`src/rtl/bit_serializer_pkg.sv`:
```
// Shared types and constants for the bit serializer.
// The MSB-first option is selected with the SER_MSB_FIRST_EN macro in bit_serializer.sv.
package bit_ser_pkg;

    typedef enum logic [0:0] {
        IDLE  = 1'b0,
        SHIFT = 1'b1
    } state_e;

    localparam int unsigned DATA_W_DEF = 8;

    function automatic int unsigned cnt_w(input int unsigned w);
        return $clog2(w + 1);
    endfunction

endpackage

```
`src/rtl/bit_serializer_if.sv`:
```
// Parallel-word handshake in, framed serial bit stream out.
// The master modport is the word source; the slave modport is the serializer.
interface bit_serializer_if #(
    parameter int unsigned DATA_W = 8
);
    logic              in_valid;
    logic              in_ready;
    logic [DATA_W-1:0] in_data;
    logic              data;
    logic              data_start;
    logic              data_finish;
    logic              busy;

    modport master (
        output in_valid,
        output in_data,
        input  in_ready,
        input  data,
        input  data_start,
        input  data_finish,
        input  busy
    );

    modport slave (
        input  in_valid,
        input  in_data,
        output in_ready,
        output data,
        output data_start,
        output data_finish,
        output busy
    );
endinterface

```
`src/rtl/bit_serializer.sv`:
```
// Serialises one parallel word per frame, one bit per clock, with start/finish strobes.
// Define SER_MSB_FIRST_EN for MSB-first order; the default is LSB first.
module bit_serializer
    import bit_ser_pkg::*;
#(
    parameter int unsigned DATA_W = DATA_W_DEF
) (
    input  logic        clk,
    input  logic        rst,
    bit_serializer_if.slave bus
);

    localparam int unsigned CntW = cnt_w(DATA_W);
    localparam logic [CntW-1:0] CntLast = CntW'(DATA_W - 1);

    state_e            state_q;
    logic [DATA_W-1:0] shift_q;
    logic [CntW-1:0]   cnt_q;
    logic              data_q;
    logic              start_q;
    logic              finish_q;
    logic              busy_q;

    logic              last_bit;
    logic              in_ready;
    logic              accept;
    logic [CntW-1:0]   cnt_inc;
    logic              load_bit;
    logic [DATA_W-1:0] load_rest;
    logic              next_bit;
    logic [DATA_W-1:0] next_rest;

    always_comb begin
        last_bit = (cnt_q == CntLast);
        in_ready = (state_q == IDLE) || ((state_q == SHIFT) && last_bit);
        accept   = bus.in_valid && in_ready;
        cnt_inc  = cnt_q + CntW'(1);
`ifdef SER_MSB_FIRST_EN
        load_bit  = bus.in_data[DATA_W-1];
        load_rest = bus.in_data << 1;
        next_bit  = shift_q[DATA_W-1];
        next_rest = shift_q << 1;
`else
        load_bit  = bus.in_data[0];
        load_rest = bus.in_data >> 1;
        next_bit  = shift_q[0];
        next_rest = shift_q >> 1;
`endif
    end

    always_ff @(posedge clk) begin
        if (rst) begin
            state_q  <= IDLE;
            shift_q  <= '0;
            cnt_q    <= '0;
            data_q   <= 1'b0;
            start_q  <= 1'b0;
            finish_q <= 1'b0;
            busy_q   <= 1'b0;
        end else if (accept) begin
            // New frame, either from idle or back-to-back on the last bit.
            state_q  <= SHIFT;
            shift_q  <= load_rest;
            cnt_q    <= '0;
            data_q   <= load_bit;
            start_q  <= 1'b1;
            finish_q <= (CntLast == '0);
            busy_q   <= 1'b1;
        end else begin
            unique case (state_q)
                IDLE: begin
                    data_q   <= 1'b0;
                    start_q  <= 1'b0;
                    finish_q <= 1'b0;
                    busy_q   <= 1'b0;
                end
                SHIFT: begin
                    start_q <= 1'b0;
                    if (last_bit) begin
                        state_q  <= IDLE;
                        shift_q  <= '0;
                        cnt_q    <= '0;
                        data_q   <= 1'b0;
                        finish_q <= 1'b0;
                        busy_q   <= 1'b0;
                    end else begin
                        shift_q  <= next_rest;
                        cnt_q    <= cnt_inc;
                        data_q   <= next_bit;
                        finish_q <= (cnt_inc == CntLast);
                        busy_q   <= 1'b1;
                    end
                end
                default: state_q <= IDLE;
            endcase
        end
    end

    assign bus.in_ready    = in_ready;
    assign bus.data        = data_q;
    assign bus.data_start  = start_q;
    assign bus.data_finish = finish_q;
    assign bus.busy        = busy_q;

endmodule

```
`src/flat_wrapper.sv`:
```
// flat-port wrapper written by rule: the top's interface ports become plain ports
module bit_serializer_flat import bit_ser_pkg::*;
#(
    parameter int unsigned DATA_W = DATA_W_DEF
)
  (clk, rst, bus_in_valid, bus_in_data, bus_in_ready, bus_data, bus_data_start, bus_data_finish, bus_busy);
  bit_serializer_if #(.DATA_W(DATA_W)) bus_i ();
  input  logic clk;
  input  logic rst;
  input wire logic [$bits(bus_i.in_valid)-1:0] bus_in_valid;
  input wire logic [$bits(bus_i.in_data)-1:0] bus_in_data;
  output wire logic [$bits(bus_i.in_ready)-1:0] bus_in_ready;
  output wire logic [$bits(bus_i.data)-1:0] bus_data;
  output wire logic [$bits(bus_i.data_start)-1:0] bus_data_start;
  output wire logic [$bits(bus_i.data_finish)-1:0] bus_data_finish;
  output wire logic [$bits(bus_i.busy)-1:0] bus_busy;
  assign bus_i.in_valid = bus_in_valid;
  assign bus_i.in_data = bus_in_data;
  assign bus_in_ready = bus_i.in_ready;
  assign bus_data = bus_i.data;
  assign bus_data_start = bus_i.data_start;
  assign bus_data_finish = bus_i.data_finish;
  assign bus_busy = bus_i.busy;
  bit_serializer #(.DATA_W(DATA_W)) u_core (.clk(clk), .rst(rst), .bus(bus_i));
endmodule
```
`config.mk`:
```
export PLATFORM = sky130hd
export DESIGN_NAME = bit_serializer_flat
export DESIGN_NICKNAME = d
export VERILOG_FILES = /design/src/rtl/bit_serializer_pkg.sv /design/src/rtl/bit_serializer_if.sv /design/src/rtl/bit_serializer.sv /design/src/flat_wrapper.sv
export SDC_FILE = /design/constraint.sdc
export NUM_CORES = 1
export LEC_CHECK = 0
export CAP_MARGIN = 20
export CORE_MARGIN = 4
export CORE_UTILIZATION = 25
export CTS_BUF_LIST = sky130_fd_sc_hd__clkbuf_8 sky130_fd_sc_hd__clkbuf_16
export CTS_CLUSTER_DIAMETER = 120
export DETAILED_ROUTE_END_ITERATION = 8
export MAX_ROUTING_LAYER = met4
export PLACE_DENSITY = 0.48
export REMOVE_ABC_BUFFERS = 1
export SLEW_MARGIN = 10
export SYNTH_ARGS = -nofsm -noshare
export SYNTH_HDL_FRONTEND = slang
export SYNTH_SLANG_ARGS = --single-unit
export TNS_END_PERCENT = 100
```
`constraint.sdc`:
```
create_clock -name clk -period 3.38 [get_ports clk]
set_clock_uncertainty 0.2 [all_clocks]
set_input_delay 0.676 -clock clk [delete_from_list [all_inputs] [get_ports clk]]
set_output_delay 0.676 -clock clk [all_outputs]
set_load 0.05 [all_outputs]
```
==> impl_metrics.tcl, run 1 <==
set metrics [dict create \
    cts_resized 0 \
    p_leak_nw 0.3169 \
    die_h_um 60.75 \
    cp_max_fo 9 \
    syn_area_um2 695.7 \
    antenna_left 0 \
    root_buffer "clkbuf_8" \
    setup_tns_ns 0 \
    peakVddDrop_v 0.0001567 \
    grt_overflow 0 \
    syn2layout_area_growth_pct 28.96 \
    critical_path_required_ns 2.50 \
    r2r_setup_slack_ns 1.56 \
    cpMaxStageDelayCell "clkdlybuf4s50_1" \
    path_cells "ha_1 > nand3b_2 > nand2_1 > clkdlybuf4s50_1" \
    synthCells 76 \
    antenna_found_initial 0 \
    synthDistinctLibCells 28 \
    grt_max_degree 17 \
    slew_violations 0 \
    fmax_ghz 0.3317 \
    first_pass_iters 4 \
    rsz0062_at_grt "false" \
    status "finished clean" \
    drt-total-wl_um 1657 \
    period_share 0.8920 \
    power_density_nw_per_um2 452.5 \
    fin_crit_ns 3.015 \
    cts.path.max_buffers 2 \
    cts-htree-levels 1 \
    post_drt_wl_per_cell_um 13.81 \
    worst_setup_path_start_kind "flop" \
    worstMarginPinSlew_ns 0.5992 \
    critPathMaxStageDelay_ns 0.83 \
    via_count 636 \
    clkSlewWorstSetupHoldPaths_ns 0.07 \
    worst_slack_ns 0.3651 \
    wl_met2_um 761 \
    arrival_ns 2.14 \
    grt_pass1_vias 582 \
    yosysSeqAreaShare 0.4317 \
    dp_cells 116 \
    synth.avg_cell_area_um2 9.154 \
    crit_type "flop to primary output" \
    hold_viol_final 0 \
    hold_buffers 0 \
    hpwl_um 1157 \
    instances_no_fill 120 \
    portBuffers 15 \
    gp_congestion 0.7413 \
    diodes 0 \
    hp-class "flop to flop" \
    via_per_inst 5.300 \
    track_usage 0.1090 \
    ys_ff_latch 15 \
    slew_headroom 0.5993 \
    fp-row-count 18 \
    end_kind "primary output" \
    top_layer "met4" \
    finalCoreUtilization 0.3494 \
    numCtsBuffers 3 \
    pre_cts_ws_ns 0.6345 \
    synth_warnings 0 \
    initial_core_util 0.2710 \
    clock_sinks 15 \
    cts_tree "yes" \
    layout_common_cells "15 x clkdlybuf4s50_1, 15 x dfxtp_1, 8 x o211ai_1, 6 x a21oi_1, 6 x a211oi_1" \
    drc 0 \
    postCtsSetupRepairBufs 0 \
    drt-met1-wl_um 794 \
    layout-drive-gt1-share 0.06667 \
    die_w_um 60.75 \
    insertion_delay_ns 0.25 \
    nNetsFinal 104 \
    maxCapViolCount 0 \
    drtIter0Drc 19 \
    core_um2 2567 \
    wl_met3_um 47 \
    finalSetupViolations 0 \
    power_mw 0.4059 \
    die-area_um2 3691 \
    grt_pass1_wl_um 2766 \
    io_pins 16 \
]
## per-stage QoR
stage	hold WS [ns]	cell area (um^2)
2_1_floorplan	0.2539	655.6
3_3_place_gp	0.2777	850.8
3_5_place_dp	0.2775	850.8
4_1_cts	0.2804	897.1
5_1_grt	0.2949	897.1
6_report	0.2748	897.1
## sequential cells by signal, summed over array words and instances (netlist names)
register,count
u_core.state_q,1
u_core.bus.data_finish,1
u_core.cnt_q,4
u_core.bus.data_start,1
u_core.bus.data,1
u_core.shift_q,7
## kinds of logic after synthesis
| logic type | Yosys count | share of synthesized area |
|---|---|---|
| AOI/OAI and AO/OA | 29 | 0.2860 |
| xor gates and xnor gates | 2 | 0.02518 |
| adders and majority gates | 2 | 0.03597 |
| buffers and inverters | 9 | 0.07373 |
| DFF | 15 | 0.4317 |
| and+or+nand+nor | 19 | 0.1475 |
## synth_stat cells
| library cell | instances | area [um^2] |
|---|---|---|
| a211oi_1 | 6 | 45.04 |
| a21oi_1 | 6 | 30.03 |
| a221oi_1 | 1 | 8.760 |
| a31oi_1 | 4 | 25.02 |
| a32oi_1 | 2 | 17.52 |
| and3_1 | 1 | 6.260 |
| and3b_1 | 1 | 8.760 |
| buf_2 | 1 | 5.000 |
| buf_4 | 1 | 7.510 |
| buf_6 | 1 | 11.26 |
| clkbuf_1 | 1 | 3.750 |
| clkbuf_2 | 1 | 5.000 |
| clkbuf_4 | 1 | 7.510 |
| clkinv_1 | 1 | 3.750 |
| dfxtp_1 | 15 | 300.3 |
| ha_1 | 2 | 25.02 |
| inv_1 | 2 | 7.510 |
| nand2_1 | 4 | 15.01 |
| nand3_1 | 3 | 15.01 |
| nand3b_1 | 1 | 7.510 |
| nand3b_2 | 1 | 11.26 |
| nor2_1 | 3 | 11.26 |
| nor3_1 | 4 | 20.02 |
| nor3b_1 | 1 | 7.510 |
| o211ai_1 | 8 | 60.06 |
| o21ai_0 | 1 | 5.000 |
| o31ai_1 | 1 | 7.510 |
| xor2_1 | 2 | 17.52 |
## final cells by class
class,count,area (um^2)
clock buffers,3,41.29
clock inverters,1,5.005
fillers,287,1670
inverters,3,11.26
multi-input cells,52,344.1
flip-flops and latches,15,300.3
well taps,30,37.54
repair buffers,16,157.7
## final timing paths
check                           depth (start not counted)               from           endpoint
worst max-delay path                                    4    u_core.cnt_q[0]       bus_in_ready
worst min-delay path                                    2  u_core.shift_q[0]    u_core.bus.data
worst max register to register                          4     u_core.state_q  u_core.shift_q[0]
worst min register to register                          2  u_core.shift_q[0]    u_core.bus.data
## critical path, delay by kind of cell (launching register included)
kind          cells  cell delay (ns)
simple gates      2             0.41
flops             1             0.40
fa+ha+maj         1             0.24
buf+inv           1             0.83
## power by group
part | total, mW | internal, mW | switching, mW | leakage [nW]
combinational | 0.0611 | 0.0273 | 0.0337 | 0.168
clock | 0.150 | 0.0818 | 0.0682 | 0.0255
sequential | 0.195 | 0.186 | 0.00846 | 0.123
## per-layer routing
layer,GRT usage,vias up
li1,-,316
met1,0.1399,302
met2,0.1527,13
met3,0.02128,5
met4,0.07430,0
met5,-,-
Power figures use the tool's default switching activity.
==> run 2, diff against run 1 <==
- REMOVE_ABC_BUFFERS: 1 -> default
==> run 2 against run 1 <==
Setup slack worse by 0.026 ns; sequential power about the same; power shrank 1.7%; first-iteration DRC count decreased by 68%; critical path depth is the same; cell area grew 0.84%; global-route usage fell by 1.2 points; hold slack better by 0.020 ns; register-to-register slack better by 0.12 ns; core utilization up 0.29 points; fmax decreased by 0.84%; largest power group unchanged.
==> impl_metrics.tcl, run 2 (synthesis results as in run 1) <==
set metrics [dict create \
    hpwl_um 1127 \
    cts.path.max_buffers 2 \
    io_pins 16 \
    hold_buffers 0 \
    die_h_um 60.75 \
    fp-row-count 18 \
    drt-total-wl_um 1583 \
    arrival_ns 2.16 \
    instances_no_fill 121 \
    end_kind "primary output" \
    holdPathEnd "u_core.bus.data" \
    portBuffers 15 \
    grt_pass1_vias 596 \
    period_share 0.8995 \
    layout_common_cells "15 x clkdlybuf4s50_1, 15 x dfxtp_1, 8 x o211ai_1, 6 x a21oi_1, 6 x a211oi_1" \
    antenna_found_initial 0 \
    worstMarginPinSlew_ns 0.5648 \
    via_count 612 \
    largest_reg_flops 7 \
    r2r_end "u_core.shift_q[0]" \
    first_pass_iters 4 \
    path_cells "ha_1 > nand3b_2 > nand2_1 > clkdlybuf4s50_1" \
    hold_depth 2 \
    gp_congestion 0.7522 \
    grt_overflow 0 \
    finalCoreUtilization 0.3523 \
    maxCapViolCount 0 \
    drc 0 \
    cpMaxStageDelayCell "clkdlybuf4s50_1" \
    crit_family "buffers and inverters" \
    diodes 0 \
    critical_path_required_ns 2.50 \
    grt_pass1_wl_um 2587 \
    slew_headroom 0.6223 \
    hp-class "flop to flop" \
    p_clk_frac 0.357 \
    die-area_um2 3691 \
    cts_tree "yes" \
    worst_setup_path_start_kind "flop" \
    layout-drive-gt1-share 0.07692 \
    r2r_cells 4 \
    regArea_um2 300.3 \
    grt_max_degree 22 \
    rr_startpoint "u_core.cnt_q[0]" \
    pwr-share-comb 0.161 \
    root_buffer "clkbuf_8" \
    path_depth 4 \
    core_um2 2567 \
    netSwitchingFraction 0.2582 \
    fin_area_um2 904.6 \
    switchingPower_mw 0.1031 \
    via_per_inst 5.058 \
    initial_core_util 0.2710 \
    nFillCells 295 \
    nNetsFinal 105 \
    fmax_ghz 0.3289 \
    top_regs "u_core.shift_q: 7 flops, u_core.cnt_q: 4 flops" \
    pwr-share-seq 0.482 \
    crit_type "flop to primary output" \
    die_w_um 60.75 \
    critPathBufInv 1 \
    status "finished clean" \
    clkSlewWorstSetupHoldPaths_ns 0.06 \
    postCtsSetupRepairBufs 0 \
    cp_max_fo 9 \
    hold_viol_final 0 \
    r2r_setup_slack_ns 1.68 \
    post_dp_cell_area_um2 858.3 \
    dp_cells 117 \
    track_usage 0.09748 \
    finalSetupViolations 0 \
    cts_resized 0 \
    peakVddDrop_v 0.0002429 \
    multi_input_comb_area_um2 344.1 \
    p_int_mw 0.2960 \
    post_drt_wl_per_cell_um 13.08 \
    setup_tns_ns 0 \
    fin_crit_ns 3.040 \
    cts-htree-levels 1 \
    syn2layout_area_growth_pct 30.04 \
    regMostFlops "u_core.shift_q" \
    p_leak_nw 0.3217 \
    power_density_nw_per_um2 441.2 \
    worst_hold_startpoint "u_core.shift_q[0]" \
    antenna_left 0 \
    clock_sinks 15 \
    insertion_delay_ns 0.24 \
    drtIter0Drc 6 \
    synth_nets 89 \
    rsz0062_at_grt "false" \
    numCtsBuffers 3 \
    slew_violations 0 \
    critPathMaxStageDelay_ns 0.83 \
]
==> run 2: cell type report <==
| cell class | count | area share |
|---|---|---|
| Multi-Input combinational cell | 52 | 0.3804 |
| Clock buffer | 3 | 0.04564 |
| Clock inverter | 1 | 0.005533 |
| Tap cell | 30 | 0.04149 |
| Sequential cell | 15 | 0.3320 |
| Inverter | 3 | 0.01245 |
| Timing Repair Buffer | 17 | 0.1826 |
==> run 2: per-layer routing <==
| metal | share of wire | up-vias | global-route usage |
|---|---|---|---|
| li1 | - | 321 | - |
| met1 | 0.46 | 279 | 0.1093 |
| met2 | 0.49 | 10 | 0.1603 |
| met3 | 0.035 | 2 | 0.03191 |
| met4 | 0.010 | 0 | 0.03715 |
| met5 | 0 | - | - |
==> run 2: how the worst max path moves through the flow <==
stage	startpoint	end	slack (ns)
after floorplan	u_core.state_q	bus_in_ready	1.24
after global routing	u_core.cnt_q[0]	bus_in_ready	0.19
after global placement	u_core.cnt_q[0]	bus_in_ready	0.67
after detailed placement	u_core.cnt_q[0]	bus_in_ready	0.61
after CTS	u_core.cnt_q[0]	bus_in_ready	0.32
final	u_core.cnt_q[0]	bus_in_ready	0.34
==> run 2: power by group through the flow <==
stage | logic [mW] | clock network (mW) | registers [mW]
after global placement | 0.0649 | 0 | 0.196
after CTS | 0.0651 | 0.149 | 0.192
final | 0.0642 | 0.143 | 0.192
after floorplan | 0.0333 | 0 | 0.202
after global routing | 0.0705 | 0.159 | 0.193
after detailed placement | 0.0646 | 0 | 0.196
==> run 2: worst register-to-register path: cells and delay by family (launching register included) <==
kind / cells / cell delay [ns]
flip-flops: 1 / 0.41
AO/OA/AOI/OAI: 2 / 0.39
AND/OR/NAND/NOR: 1 / 0.37
adder cells (fa/ha/maj): 1 / 0.24
==> run 2: through the flow <==
step,hold slack [ns],power [mW],worst slack (ns)
after global routing,0.3205,0.4223,0.1949
after global placement,0.2754,0.2605,0.6736
after CTS,0.2992,0.4064,0.3221
final,0.2950,0.3991,0.3395
after detailed placement,0.2904,0.2607,0.6053
after floorplan,0.2570,0.2357,1.236
==> run 3, diff against run 2 <==
- PLACE_DENSITY: 0.48 -> default
- PLACE_DENSITY_LB_ADDON: default -> 0.08
==> run 3 against run 2 <==
Cell count is 0.83% lower; critical endpoint unchanged; hold slack gained 0.014 ns; core utilization is 0.34 points lower; critical path type unchanged; non-clock buffer count decreased by 1; critical path depth stayed put.
==> impl_metrics.tcl, run 3 (synthesis results as in run 1) <==
set metrics [dict create \
    status "finished clean" \
    p_leak_nw 0.3183 \
    drtIter0Drc 5 \
    fin_crit_ns 3.012 \
    hpwl_um 1201 \
    cp_max_fo 9 \
    postCtsSetupRepairBufs 0 \
    clock_sinks 15 \
    hold_buffers 0 \
    largest_reg_flops 7 \
    io_pins 16 \
    arrival_ns 2.14 \
    synth_nets 89 \
    pre_cts_ws_ns 0.6453 \
    numCtsBuffers 3 \
    grt_pass1_vias 612 \
    grt_overflow 0 \
    insertion_delay_ns 0.25 \
    via_per_inst 5.108 \
    via_count 613 \
    die-area_um2 3691 \
    drc 0 \
    top_regs "u_core.shift_q: 7 flops, u_core.cnt_q: 4 flops" \
    core_um2 2567 \
    gp_congestion 0.7435 \
    initial_core_util 0.2710 \
    layout-drive-gt1-share 0.05556 \
    first_pass_iters 4 \
    antenna_left 0 \
    power_density_nw_per_um2 448.7 \
    nNetsFinal 104 \
    hold_viol_final 0 \
    cts.path.max_buffers 2 \
    die_w_um 60.75 \
    portBuffers 15 \
    cts_tree "yes" \
    cts-htree-levels 1 \
    drt-total-wl_um 1672 \
    clkSlewWorstSetupHoldPaths_ns 0.06 \
    grt_max_degree 17 \
    end_kind "primary output" \
    fmax_ghz 0.3320 \
    root_buffer "clkbuf_8" \
    post_drt_wl_per_cell_um 13.93 \
    power_mw 0.4020 \
    worst_setup_path_start_kind "flop" \
    slew_headroom 0.6211 \
    slew_violations 0 \
    die_h_um 60.75 \
    track_usage 0.1106 \
    fin_hold_ws_ns 0.3086 \
    fp-row-count 18 \
    syn2layout_area_growth_pct 28.78 \
    rsz0062_at_grt "false" \
    layout_common_cells "15 x clkdlybuf4s50_1, 15 x dfxtp_1, 8 x o211ai_1, 6 x a21oi_1, 6 x a211oi_1" \
    period_share 0.8912 \
    fin_area_um2 895.9 \
    finalSetupViolations 0 \
    regMostFlops "u_core.shift_q" \
    worstMarginPinSlew_ns 0.5666 \
    peakVddDrop_v 0.0002441 \
    worst_slack_ns 0.3678 \
    antenna_found_initial 0 \
    diodes 0 \
    post_dp_cell_area_um2 850.8 \
    cts_resized 0 \
    maxCapViolCount 0 \
    grt_pass1_wl_um 2801 \
    hp-class "flop to flop" \
    critical_path_required_ns 2.50 \
    crit_type "flop to primary output" \
    setup_tns_ns 0 \
]
==> run 3: changes by cell type in the layout (fill, tap and decap cells not counted) <==
cell	before	now
clkinv_2	1	0
buf_4	2	1
inv_1	2	3
==> run 3: cell type report <==
cell class / instances / area (um^2)
timing repair buffer: 16 / 157.7
inverter: 3 / 11.26
sequential: 15 / 300.3
fill: 285 / 1672
tap: 30 / 37.54
multi-input combinational: 52 / 344.1
clock inverter: 1 / 3.754
clock buffer: 3 / 41.29
==> run 3: path summary, 6_finish.rpt <==
kind,start,endpoint,slack (ns),cells past startpoint
worst max-delay path,u_core.cnt_q[0],bus_in_ready,0.37,4
worst min-delay path,u_core.shift_q[0],u_core.bus.data,0.31,2
worst max register to register,u_core.cnt_q[0],u_core.shift_q[5],1.69,4
worst min register to register,u_core.shift_q[0],u_core.bus.data,0.31,2
==> run 3: critical path: stages (launching register included) <==
cell and delay (ns):
dfxtp_1 0.40, ha_1 0.24, nand3b_2 0.19, nand2_1 0.22, clkdlybuf4s50_1 0.83
==> run 3: metal layers <==
| metal | vias to the layer above | GRT usage | part of all wire |
|---|---|---|---|
| met3 | 4 | 0.03830 | 0.036 |
| met1 | 283 | 0.1480 | 0.52 |
| li1 | 316 | - | - |
| met2 | 10 | 0.1405 | 0.43 |
| met4 | 0 | 0.06502 | 0.020 |
| met5 | - | - | 0 |
==> run 3: where the power goes <==
group          internal (mW)  leakage, nW  switching (mW)
sequential             0.186        0.123         0.00746
clock                 0.0806       0.0269          0.0654
combinational         0.0274        0.168          0.0347
total                  0.294        0.318           0.108
==> run 3: stage by stage <==
step | utilization | cells
4_1_cts | 0.3489 | 120
6_report | 0.3489 | 120
3_3_place_gp | 0.3314 | 116
2_1_floorplan | - | 76
3_5_place_dp | 0.3314 | 116
5_1_grt | 0.3489 | 120
==> RTL edit 1 (flow settings as in run 1) <==
Add a define of `SER_MSB_FIRST_EN`.
--- a/src/rtl/bit_serializer.sv
+++ b/src/rtl/bit_serializer.sv
@@ -1,5 +1,7 @@
 // Serialises one parallel word per frame, one bit per clock, with start/finish strobes.
 // Define SER_MSB_FIRST_EN for MSB-first order; the default is LSB first.
+`define SER_MSB_FIRST_EN
+
 module bit_serializer
     import bit_ser_pkg::*;
 #(
Formal check against the unedited RTL: not equivalent (a bounded check fails within 4 cycles, from zero or initial values and one cycle with rst high).
==> RTL edit 1 against run 1 <==
- sequential cell count unchanged
- worst setup slack got worse by 0.010 ns
- cell area rose by 0.28%
- combinational power grew 1%
- sequential share of layout area down 0.093 points
- area after synthesis fell by 1.8%
- largest power group unchanged
- routed wire length decreased by 6.4%
- global-route usage down 1.1 points
- power decreased by 1.8%
- critical endpoint unchanged
==> RTL edit 1: results (changes against run 1) <==
metric	value	unit	change
placed_area	853	µm²	was 851 µm²
p_int	0.295	mW	was 0.296 mW
clock_path_buffers	2		unchanged
numCtsBuffers	3		unchanged
ir_worst_vdd	0.230	mV	was 0.157 mV
comb_power_share	0.155		was 0.150
drt_pass1_iterations	4		unchanged
yosys.area_share.xor_xnor	0.0256		was 0.0252
avgRoutedWirePerCell	12.9	µm	was 13.8 µm
max_stage_delay	0.84	ns	
synth_fa_ha_area_frac	0.0366		was 0.0360
grt_start_max_net_pins	17		unchanged
ys_types	26		was 28
cp_max_fo	9		unchanged
ctsResizeCount	0		unchanged
cp_top_family	buffers and inverters		unchanged
rrSetupSlack	1.72	ns	was 1.56 ns
reg2reg_from	u_core.cnt_q[0]		was u_core.state_q
power_frac_clock	0.361		was 0.369
htreeDepth	1		unchanged
holdPathStages	2		unchanged
min_path_type	register to register		unchanged
design_power_total	0.399	mW	was 0.406 mW
clk_pin_slew_worst_paths	0.06	ns	
worst_hold_slack	0.283	ns	was 0.275 ns
grt_pass1_vias	571		was 582
worstRegToRegCells	4		unchanged
p_leak	0.320	nW	was 0.317 nW
io_buffer_count	15		unchanged
hold_path_end	u_core.bus.data		unchanged
grt_use_total	0.0980		was 0.109
synthTopCellsByArea	dfxtp_1 44%, o211ai_1 8.8%, a211oi_1 5.5%		was dfxtp_1 43%, o211ai_1 8.6%, a211oi_1 6.5%
timing.rr.end	u_core.shift_q[7]		was u_core.shift_q[0]
drt_first_iter_violations	13		was 19
synthCells	74		was 76
outcome	finished, final reports clean		unchanged
synth_common_cells	15 x dfxtp_1, 8 x o211ai_1, 7 x a21oi_1, 5 x a211oi_1, 4 x nand2_1		was 15 x dfxtp_1, 8 x o211ai_1, 6 x a211oi_1, 6 x a21oi_1
yosysWarnings	0		unchanged
timing.final.crit_period	3.02	ns	was 3.01 ns
pre_cts_slack	0.636	ns	was 0.635 ns
async_reset_ff_frac	0		unchanged
place.gp.congestion	0.731		was 0.741
grt_pass1_wl	2.54	mm	was 2.77 mm
hold_start	u_core.shift_q[7]		was u_core.shift_q[0]
vias	606		was 636
antennaDiodeCount	0		unchanged
synth_compound_area_frac	0.291		was 0.286
hpwl	1.09	mm	was 1.16 mm
critPathSlowestCell	clkdlybuf4s50_1		unchanged
crit_type	register to primary output		unchanged
synth-seq-area-share	0.440		was 0.432
drive_gt1_frac	0.0778		was 0.0667
drv_slew	0		unchanged
relSlewSlack	0.619		was 0.599
==> RTL edit 1: per-layer routing <==
layer | GRT usage | part of all wire | up-vias
met5 | - | 0 | -
met4 | 0.0285 | 0.011 | 0
met3 | 0.0389 | 0.064 | 2
met2 | 0.145 | 0.44 | 18
met1 | 0.122 | 0.48 | 275
li1 | - | - | 311
==> RTL edit 1: area by class of cell <==
| cell class | instances | area, µm² |
|---|---|---|
| multi-input combinational | 51 | 339 |
| sequential | 15 | 300 |
| tap | 30 | 37.5 |
| inverter | 3 | 11.3 |
| timing repair buffer | 17 | 165 |
| fill | 283 | 1650 |
| clock buffer | 3 | 41.3 |
| clock inverter | 1 | 5.00 |
==> RTL edit 1: worst min-delay path, delay by kind of cell (launching register included) <==
family / cells / cell delay, ns
flops: 1 / 0.31
simple gates: 1 / 0.07
compound gates: 1 / 0.06
==> RTL edit 2 (flow settings as in run 1) <==
Without the edit above. Make the reset (`rst`) asynchronous in one clocked block.
--- a/src/rtl/bit_serializer.sv
+++ b/src/rtl/bit_serializer.sv
@@ -48,7 +48,7 @@
 `endif
     end
 
-    always_ff @(posedge clk) begin
+    always_ff @(posedge clk or posedge rst) begin
         if (rst) begin
             state_q  <= IDLE;
             shift_q  <= '0;
Behaviour: differs if rst is asserted again (counterexample within 4 cycles, from zero or initial values and one cycle with rst high); with rst held inactive, the same outputs for 10 cycles.
==> RTL edit 2 against run 1 <==
- area after synthesis grew 8.6%
- cell area rose by 8.8%
- global-route usage down 2.5 points
- worst setup slack worse by 0.081 ns
- synthesized cell count is 6.6% lower
- routed wire length shrank 8.9%
- core utilization is 0.44 points lower
- first-iteration DRC count is 95% higher
- sequential cell count did not move
Power is not compared: it rests on default switching activity, and its combinational part moved more than twofold at a synthesized area within 25%.
==> RTL edit 2: results (changes against run 1) <==
metric	value	unit	change
outcome	finished, final reports clean		unchanged
pre_cts_slack	0.559	ns	was 0.635 ns
grt_start_max_net_pins	16		was 17
yosysWarnings	0		unchanged
grt_util_met2	0.126		was 0.153
drt_pass1_iterations	5		was 4
holdPathStages	1		was 2
p_leak	0.444	nW	
grt_pass1_vias	554		was 582
cts_root_buffer	clkbuf_8		unchanged
grt_pass1_wl	2.55	mm	was 2.77 mm
cts_setup_buffers	0		unchanged
drt_first_iter_violations	37		was 19
power_frac_clock	0.190		
powerComb	0.319	mW	
crit_arrival	2.22	ns	was 2.14 ns
numCtsBuffers	3		unchanged
worstMarginPinSlew	0.587	ns	was 0.599 ns
endpoint	bus_in_ready		unchanged
place.gp.congestion	0.757		was 0.741
timing.rr.end	u_core.shift_q[5]		was u_core.shift_q[0]
hold_start	u_core.shift_q[2]		was u_core.shift_q[0]
worst_hold_slack	0.312	ns	was 0.275 ns
critPathSlowestCell	clkdlybuf4s50_1		unchanged
timing.fmax	323	MHz	was 332 MHz
grt_antenna_before_repair	0		unchanged
hold_path_end	u_core.shift_q[1]		was u_core.bus.data
synth_common_cells	15 x dfrtp_1, 8 x mux2i_1, 8 x nor2_1, 7 x nand2_1, 6 x a221o_1		was 15 x dfxtp_1, 8 x o211ai_1, 6 x a211oi_1, 6 x a21oi_1
htreeDepth	1		unchanged
drive_gt1_frac	0.0568		was 0.0667
viasPerCell	4.86		was 5.30
grt_use_total	0.0837		was 0.109
async_reset_ff_frac	1.00		was 0
ys_types	20		was 28
min_path_type	register to register		unchanged
synthTopCellsByArea	dfrtp_1 50%, mux2i_1 11%, a221o_1 7.9%		was dfxtp_1 43%, o211ai_1 8.6%, a211oi_1 6.5%
synth-seq-area-share	0.497		was 0.432
fill_cells	282		was 287
max_stage_delay	0.83	ns	about the same
rrSetupSlack	1.70	ns	was 1.56 ns
cp_max_fo	7		was 9
ctsResizeCount	0		unchanged
placed_area	931	µm²	was 851 µm²
reg2reg_from	u_core.cnt_q[0]		was u_core.state_q
post_synth.cell_area_avg	10.6	µm²	was 9.15 µm²
met3_usage	0.0396		was 0.0213
clock_path_buffers	2		unchanged
fin_nets	102		was 104
hpwl	1.06	mm	was 1.16 mm
p_int	0.468	mW	
grt_use_met1	0.102		was 0.140
reg.largest.list	u_core.shift_q x7, u_core.cnt_q x4		unchanged
synthFlopType	dfrtp_1		was dfxtp_1
ir_worst_vdd	0.294	mV	
io_buffer_count	15		unchanged
avgRoutedWirePerCell	12.7	µm	was 13.8 µm
instances_no_fill	119		was 120
## RTL edit 2: per-layer routing
layer  share of wire  vias to the layer above
met3           0.044                        0
met4               0                        0
met5               0                        -
met1            0.49                      282
met2            0.46                       13
li1                -                      283
## RTL edit 2: cell type report
cell class / count / area [µm²] / share of cell area
sequential: 15 / 375 / 0.385
multi-input combinational: 49 / 344 / 0.353
timing repair buffer: 16 / 158 / 0.162
clock buffer: 3 / 41.3 / 0.0423
tap: 31 / 38.8 / 0.0397
inverter: 4 / 15.0 / 0.0154
clock inverter: 1 / 3.75 / 0.00385
## RTL edit 2: worst max-delay path, delay by kind of cell, from the launching register on
family,cells,cell delay (ns)
AOI/OAI and AO/OA,1,0.24
adders and majority gates,1,0.25
buffers and inverters,2,0.98
DFF,1,0.40
and+or+nand+nor,1,0.11
## RTL edit 2: kinds of logic after synthesis
family | synth area share
flops | 0.497
fa+ha+maj | 0.0331
xor+xnor | 0.0232
buf+inv | 0.0480
simple gates | 0.151
compound gates | 0.142
mux | 0.106
